===== src/rtl/uart_transmitter.sv =====
// UART transmit stage: one-entry holding register feeding a shift register that
// drives start / 8 data LSB-first / optional even parity / stop bit(s) onto the line.
module uart_transmitter #(
  parameter int unsigned OVERSAMPLE = 16,
  parameter int unsigned STOP_BITS  = 2,
  parameter int unsigned PARITY_EN  = 1
) (
  input  logic       OverSamplingClock,
  input  logic       Reset,
  input  logic [7:0] DataIn,
  input  logic       LoadStrobe,
  input  logic       HostAcknowledge,
  output logic       DataOut,
  output logic       Busy,
  output logic       HoldingFull,
  output logic       HostInterrupt,
  output logic       ErrorOut
);

  localparam int unsigned TICK_W     = $clog2(OVERSAMPLE);
  localparam int unsigned IDX_W      = 3;
  localparam bit          HAS_PARITY = (PARITY_EN != 0);

  typedef enum logic [2:0] {
    S_IDLE,
    S_START,
    S_DATA,
    S_PARITY,
    S_STOP
  } state_e;

  state_e             state_q;
  logic [TICK_W-1:0]  tick_q;
  logic [IDX_W-1:0]   bit_idx_q;
  logic [7:0]         hold_q;
  logic               hold_full_q;
  logic [7:0]         shift_q;
  logic               parity_q;
  logic               line_q;
  logic               busy_q;
  logic               irq_q;
  logic               error_q;

  logic bit_end;
  logic frame_end;
  logic transfer;

  // Transfer happens from idle, or on the very last stop tick so frames abut.
  assign bit_end   = (tick_q == TICK_W'(OVERSAMPLE - 1));
  assign frame_end = (state_q == S_STOP) && bit_end && (bit_idx_q == IDX_W'(STOP_BITS - 1));
  assign transfer  = hold_full_q && ((state_q == S_IDLE) || frame_end);

  always_ff @(posedge OverSamplingClock or negedge Reset) begin
    if (!Reset) begin
      state_q     <= S_IDLE;
      tick_q      <= '0;
      bit_idx_q   <= '0;
      hold_q      <= '0;
      hold_full_q <= 1'b0;
      shift_q     <= '0;
      parity_q    <= 1'b0;
      line_q      <= 1'b1;
      busy_q      <= 1'b0;
      irq_q       <= 1'b0;
      error_q     <= 1'b0;
    end else begin
      // A write is accepted when the slot is empty or is being vacated this edge.
      if (LoadStrobe && (!hold_full_q || transfer)) begin
        hold_q      <= DataIn;
        hold_full_q <= 1'b1;
      end else if (transfer) begin
        hold_full_q <= 1'b0;
      end

      if (LoadStrobe && hold_full_q && !transfer) begin
        error_q <= 1'b1;
      end

      if (transfer) begin
        irq_q <= 1'b1;
      end else if (HostAcknowledge) begin
        irq_q <= 1'b0;
      end

      if (transfer) begin
        shift_q   <= hold_q;
        parity_q  <= ^hold_q;
        state_q   <= S_START;
        tick_q    <= '0;
        bit_idx_q <= '0;
        line_q    <= 1'b0;
        busy_q    <= 1'b1;
      end else if (state_q != S_IDLE) begin
        if (!bit_end) begin
          tick_q <= tick_q + TICK_W'(1);
        end else begin
          tick_q <= '0;
          case (state_q)
            S_START: begin
              state_q   <= S_DATA;
              bit_idx_q <= '0;
              line_q    <= shift_q[0];
            end
            S_DATA: begin
              if (bit_idx_q == IDX_W'(7)) begin
                bit_idx_q <= '0;
                if (HAS_PARITY) begin
                  state_q <= S_PARITY;
                  line_q  <= parity_q;
                end else begin
                  state_q <= S_STOP;
                  line_q  <= 1'b1;
                end
              end else begin
                shift_q   <= shift_q >> 1;
                line_q    <= shift_q[1];
                bit_idx_q <= bit_idx_q + IDX_W'(1);
              end
            end
            S_PARITY: begin
              state_q   <= S_STOP;
              bit_idx_q <= '0;
              line_q    <= 1'b1;
            end
            S_STOP: begin
              if (frame_end) begin
                state_q   <= S_IDLE;
                bit_idx_q <= '0;
                busy_q    <= 1'b0;
              end else begin
                bit_idx_q <= bit_idx_q + IDX_W'(1);
              end
              line_q <= 1'b1;
            end
            default: begin
              state_q <= S_IDLE;
              line_q  <= 1'b1;
              busy_q  <= 1'b0;
            end
          endcase
        end
      end
    end
  end

  assign DataOut       = line_q;
  assign Busy          = busy_q;
  assign HoldingFull   = hold_full_q;
  assign HostInterrupt = irq_q;
  assign ErrorOut      = error_q;

endmodule


===== config.mk =====
export PLATFORM = sky130hd
export DESIGN_NAME = uart_transmitter
export DESIGN_NICKNAME = d
export VERILOG_FILES = /design/src/rtl/uart_transmitter.sv
export SDC_FILE = /design/constraint.sdc
export NUM_CORES = 1
export LEC_CHECK = 0
export ABC_CLOCK_PERIOD_IN_PS = 2360
export CAP_MARGIN = 15
export CORE_MARGIN = 4
export CORE_UTILIZATION = 56
export DETAILED_ROUTE_END_ITERATION = 8
export GPL_TIMING_DRIVEN = 0
export PLACE_DENSITY = 0.79
export SKIP_LAST_GASP = 1
export SYNTH_ARGS = -nofsm -noshare
export SYNTH_HDL_FRONTEND = slang
export SYNTH_SLANG_ARGS = --single-unit

===== constraint.sdc =====
create_clock -name OverSamplingClock -period 2.36 [get_ports OverSamplingClock]
set_input_delay 0.472 -clock OverSamplingClock [delete_from_list [all_inputs] [get_ports OverSamplingClock]]
set_output_delay 0.472 -clock OverSamplingClock [all_outputs]
set_load 0.05 [all_outputs]

[After elaboration in Yosys (flattened, before gate mapping)]
Cells that the tools add are included.
Word-level totals
  register bits after elaboration: 32
  input port bits: 12
  logic and storage cells: 84
Cells by class
  add/subtract/negate cells: 2
  equal/unequal tests: 11
  muxes and demuxes: 34
  reduce and logical (&&, ||, !) cells: 26
Operators with widths (number)
  $mux W8: 5
  $mux W3: 10
  $mux W1: 12
  $mux W4: 3
  $pmux W3 S4: 1
  $reduce_and A4 Y1: 3
  $reduce_bool A2 Y1: 5
  $pmux W3 S3: 1
  $reduce_xor A8 Y1: 1
  $eq A3 B1 Y1 const B: 2
  $eq A3 B2 Y1 const B: 2
  $eq A3 B3 Y1 const B: 2
  $logic_and A1 B1 Y1: 6
  $ne A3 B3 Y1 const B: 2
  $add A4 B1 Y4 const B: 1
  $eq A4 B4 Y1 const B: 1
  $pmux W1 S2: 2
  $reduce_bool A4 Y1: 1
  $add A3 B1 Y3 const B: 1
  $logic_not A3 Y1: 1
  $reduce_and A3 Y1: 1
  $reduce_bool A3 Y1: 1
  $reduce_or A3 Y1: 1
  $logic_not A1 Y1: 2
  5 further kinds: 6

[Depth between registers and ports, before layout]
  word-level depth: 8
  gate-level depth with buffers: 7
  depth with buffers taken out: 6

[Worst setup path before layout]
OpenSTA, ideal clock, no wires.
  path type: reg2reg
  from: reg hold_full_q, in the netlist HoldingFull
  to: reg bit_idx_q[0]
  data arrival time: 2.077 ns
  data required time: 2.234 ns
  setup slack: 0.157 ns
  cell stages (with the launch flop): 7
  buffers on the path: 2
  period minus slack after synthesis: 2.203 ns
  path through: dfrtp_1 -> buf_2 -> or3b_2 -> clkbuf_1 -> a21oi_1 -> a31oi_1 -> a221o_1
Between the ends
  word-level cells in the longest chain between the ends: 3
  elaborated cells between the ends (all ways): 6
  those cells by class: mux: 1; reduce/logical: 5
RTL lines
  start: declaration: line 36  | logic hold_full_q;
  start signal: assignment: line 59  | hold_full_q <= 1'b0;
  start signal: assignment: line 70  | hold_full_q <= 1'b1;
  start signal: assignment: line 72  | hold_full_q <= 1'b0;
  $logic_and A1 B1 Y1 *: line 51  | assign transfer = hold_full_q && ((state_q == S_IDLE) || frame_end);
  $reduce_bool A4 Y1 (no source line) / $reduce_bool A2 Y1 (equally long branches)
  $reduce_and A3 Y1 (no source line)
  end signal: assignment: line 117  | bit_idx_q <= bit_idx_q + IDX_W'(1);
  end signal: assignment: line 131  | bit_idx_q <= bit_idx_q + IDX_W'(1);
  end: declaration: line 34  | logic [IDX_W-1:0] bit_idx_q;
Mark *: on every way between the ends. The rest lies on a longest branch, timed or not.
A chain may end at the register's enable or synchronous reset.

[Worst setup path after layout]
  from: reg tick_q[0]
  to: reg shift_q[3]
Between the ends
  word-level cells in the longest chain between the ends: 7
  elaborated cells between the ends (all ways): 11
  those cells by class: eq/ne: 2; mux: 1; reduce/logical: 8
RTL lines
  start: declaration: line 33  | logic [TICK_W-1:0] tick_q;
  start signal: assignment: line 95  | tick_q <= tick_q + TICK_W'(1);
  $eq A4 B4 Y1 *: line 49  | assign bit_end = (tick_q == TICK_W'(OVERSAMPLE - 1));
  $logic_and A1 B1 Y1 (2 in series): line 50  | assign frame_end = (state_q == S_STOP) && bit_end && (bit_idx_q == IDX_W'(STOP_BITS - 1));
  $logic_or A1 B1 Y1: line 51
  $logic_and A1 B1 Y1: line 51
  $ne A2 B2 Y1 (no source line) / $reduce_bool A2 Y1 (equally long branches)
  $reduce_and A4 Y1 (no source line)
  end signal: assignment: line 86  | shift_q <= hold_q;
  end signal: assignment: line 115  | shift_q <= shift_q >> 1;
  end: declaration: line 37  | logic [7:0] shift_q;
Marks and branches as above.

==> impl_metrics.ini <==
[logic_synthesis]
yosys.area_share.adder_pct = 2.92
syn_area_mm2 = 0.00171
synthXorXnorAreaFrac_pct = 4.09
synth_flop_cell = dfrtp_1
syn_area_per_cell_um2 = 10.6
synthArstFlopShare_pct = 100
synth_edf_count = 0
yosysWarningCount = 0
yosys.area_share.simple_pct = 11.6
synth_area_leaders = dfrtp_1, mux2_2, o21ai_0
netlist_instances = 162
yosysSeqAreaShare_pct = 46.9
synth_top_family_by_area = compound AO/OA/AOI/OAI gates
synth-compound-area-share_pct = 16.6
synthMuxAreaShare_pct = 13.2
yosysTopAreaCellShare_pct = 45.3
synth_nets = 178
ys_seq_elements = 32
ys_types = 45
synth_area_leader_cell = dfrtp_1

[worst_setup_path]
reg2reg_slack_ns = 0.04
worstPathArrival_ns = 2.54
cp-startpoint = tick_q[0]
end_kind = register
worstPathRequired_ns = 2.58
r2r-start = tick_q[0]
critPathMaxFanout = 10
timing.critical_path.from_type = register
reg2reg_depth = 6
endpoint = shift_q[3]
path_class = reg2reg
r2r-end = shift_q[3]

[sta]
relSlewSlack_pct = 57.8
max_freq_mhz = 431
rsz0062_at_grt = yes
hold_ws_ns = 0.488
tightestPinTransition_ns = 0.632
fin_crit_ns = 2.32
slew_violations = 0
finalSetupViolations = 0
hold_violations = 0
skew_ns = 0.0113
fin_crit_sh_pct = 98.3

[global_route]
grt.overflow.total = 0
grt_max_degree = 22
grt_use_total_pct = 19.7
grt_pass1_wl_um = 6240
first_global_vias = 1429
antenna_found_initial = 0

[floorplan]
floorplan.initialDensity_pct = 60.5
rows = 19
die_h_um = 63.3
coreArea_mm2 = 0.00283
die_w_um = 63.3
dieArea_mm2 = 0.00400
ios = 17

[placement]
place_hpwl_um = 2580
placement.io_buffers = 16
gp_congestion = 0.855

[layout]
final_layout_size_suffix_gt1_share_pct = 18.2
final_util_pct = 70.7
nets = 202
syn_to_final_growth_pct = 16.8
n_antenna_cell = 0
fillerInstances = 223

[clock_tree]
postCtsHoldBufs = 0
clock-sinks = 32
clock_latency_ns = 0.34
root_buffer = clkbuf_4
clockBufferDepth = 2
cts_tree = built
numCtsBuffers = 5
cts_max_level = 2
clk_pin_slew_ns = 0.11

[detailed_routing]
dr_total_vias = 1316
drc = 0
drtAntennaViolNets = 0
dr.pass1.iters = 4
drt_first_iter_violations = 83
detail_route.wirelength_um = 3410
vias_per_cell = 6.04
wl_per_cell_um = 15.6

[flow_run]
cap_violations = 0

[min_path]
min_path_cells = 1
hold_path_class = reg2reg

[power_and_ir_drop]
p_per_area_mw_per_mm2 = 505
ir_drop_uv = 389
p_leak_nw = 0.912
p_total_mw = 1.01

[outcome]
status = completed
per-stage QoR:
| step | area (um2) | TNS (ns) | cells | setup slack, ns |
|---|---|---|---|---|
| after floorplan | 1710 | 0 | 162 | 0.157 |
| after global placement | 1910 | 0 | 209 | 0.0997 |
| after detailed placement | 1940 | 0 | 210 | 0.0732 |
| after CTS | 2000 | 0 | 218 | 0.0256 |
| after global routing | 2000 | -0.0231 | 218 | -0.0231 |
| final | 2000 | 0 | 218 | 0.0406 |
power breakdown:
group          total (mW)  internal, mW  switching (mW)  leakage [nW]
combinational      0.0966        0.0617          0.0349         0.468
clock               0.334         0.142           0.193        0.0380
sequential          0.579         0.564          0.0153         0.405
total                1.01         0.767           0.243         0.912
worst max-delay path, stage by stage (launching register included):
cell,delay (ns)
dfrtp_1,0.42
ha_1,0.26
nand3_1,0.24
or4b_4,0.56
buf_6,0.17
mux2_4,0.29
mux2_4,0.25
per-layer routing:
layer	up-vias	part of all wire [%]	GRT usage [%]
li1	635	-	-
met1	640	41	21.7
met2	32	52	34.9
met3	9	4.7	5.51
met4	0	2.2	9.16
met5	-	0	0
worst min path at each step:
stage	startpoint	end	slack, ns
floorplan	Reset	Busy	0.18
detailed placement	ErrorOut	ErrorOut	0.47
CTS	ErrorOut	ErrorOut	0.49
finish	ErrorOut	ErrorOut	0.49
global placement	ErrorOut	ErrorOut	0.45
global route	ErrorOut	ErrorOut	0.52
cells in the final DEF (no fill, tap or decap), types with 3 or more instances in the layout:
cell type	n
clkbuf_1	6
nand2_1	8
o21ai_0	12
dfrtp_1	31
mux2_2	13
inv_1	8
clkbuf_4	5
nor2_1	6
clkdlybuf4s50_1	16
a21oi_1	9
xnor2_1	8
mux2i_1	5
nor3_1	7
ha_1	4
nand3_1	3
registers in the layout, summed over array words and instances (netlist names):
name and count:
DataOut 1, ErrorOut 1, HoldingFull 1, state_q 3, shift_q 8, HostInterrupt 1, Busy 1, hold_q 8
bit_idx_q 3, parity_q 1, tick_q 4
cells in the mapped netlist, drive strengths merged, types with 2 or more instances:
| cell type | number |
|---|---|
| nand2b | 2 |
| nor2 | 6 |
| mux2i | 5 |
| o21ai | 15 |
| a21oi | 9 |
| ha | 4 |
| inv | 8 |
| nand3 | 3 |
| o221ai | 2 |
| xnor2 | 8 |
| nor3 | 7 |
| mux2 | 15 |
| o21a | 2 |
| clkbuf | 6 |
| dfrtp | 31 |
| a31oi | 2 |
| o211ai | 2 |
| nand2 | 8 |
| buf | 3 |
| nor2b | 2 |
repair_timing:
action	CTS	global route
setup buffers	0	0
hold endpoints to repair	0	0
resized for setup	0	2
setup endpoints to repair	0	7
cells by family (layout without fill, tap and decap cells):
family	count (synthesis)	count (layout)
adders and majority gates	4	4
buffers and inverters	17	42
DFF	32	32
and+or+nand+nor	37	37
muxes	20	20
AOI/OAI and AO/OA	44	44
xor gates and xnor gates	8	8
area by class of cell:
type	instances	area (um2)	area share, %
multi-input cells	113	830	41.5
flip-flops and latches	32	802	40.1
repair buffers	17	188	9.39
clock buffers	6	51.3	2.57
plain buffers	9	50.0	2.50
well taps	31	38.8	1.94
inverters	8	30.0	1.50
clock inverters	2	10.0	0.501
Power figures use the tool's default switching activity.
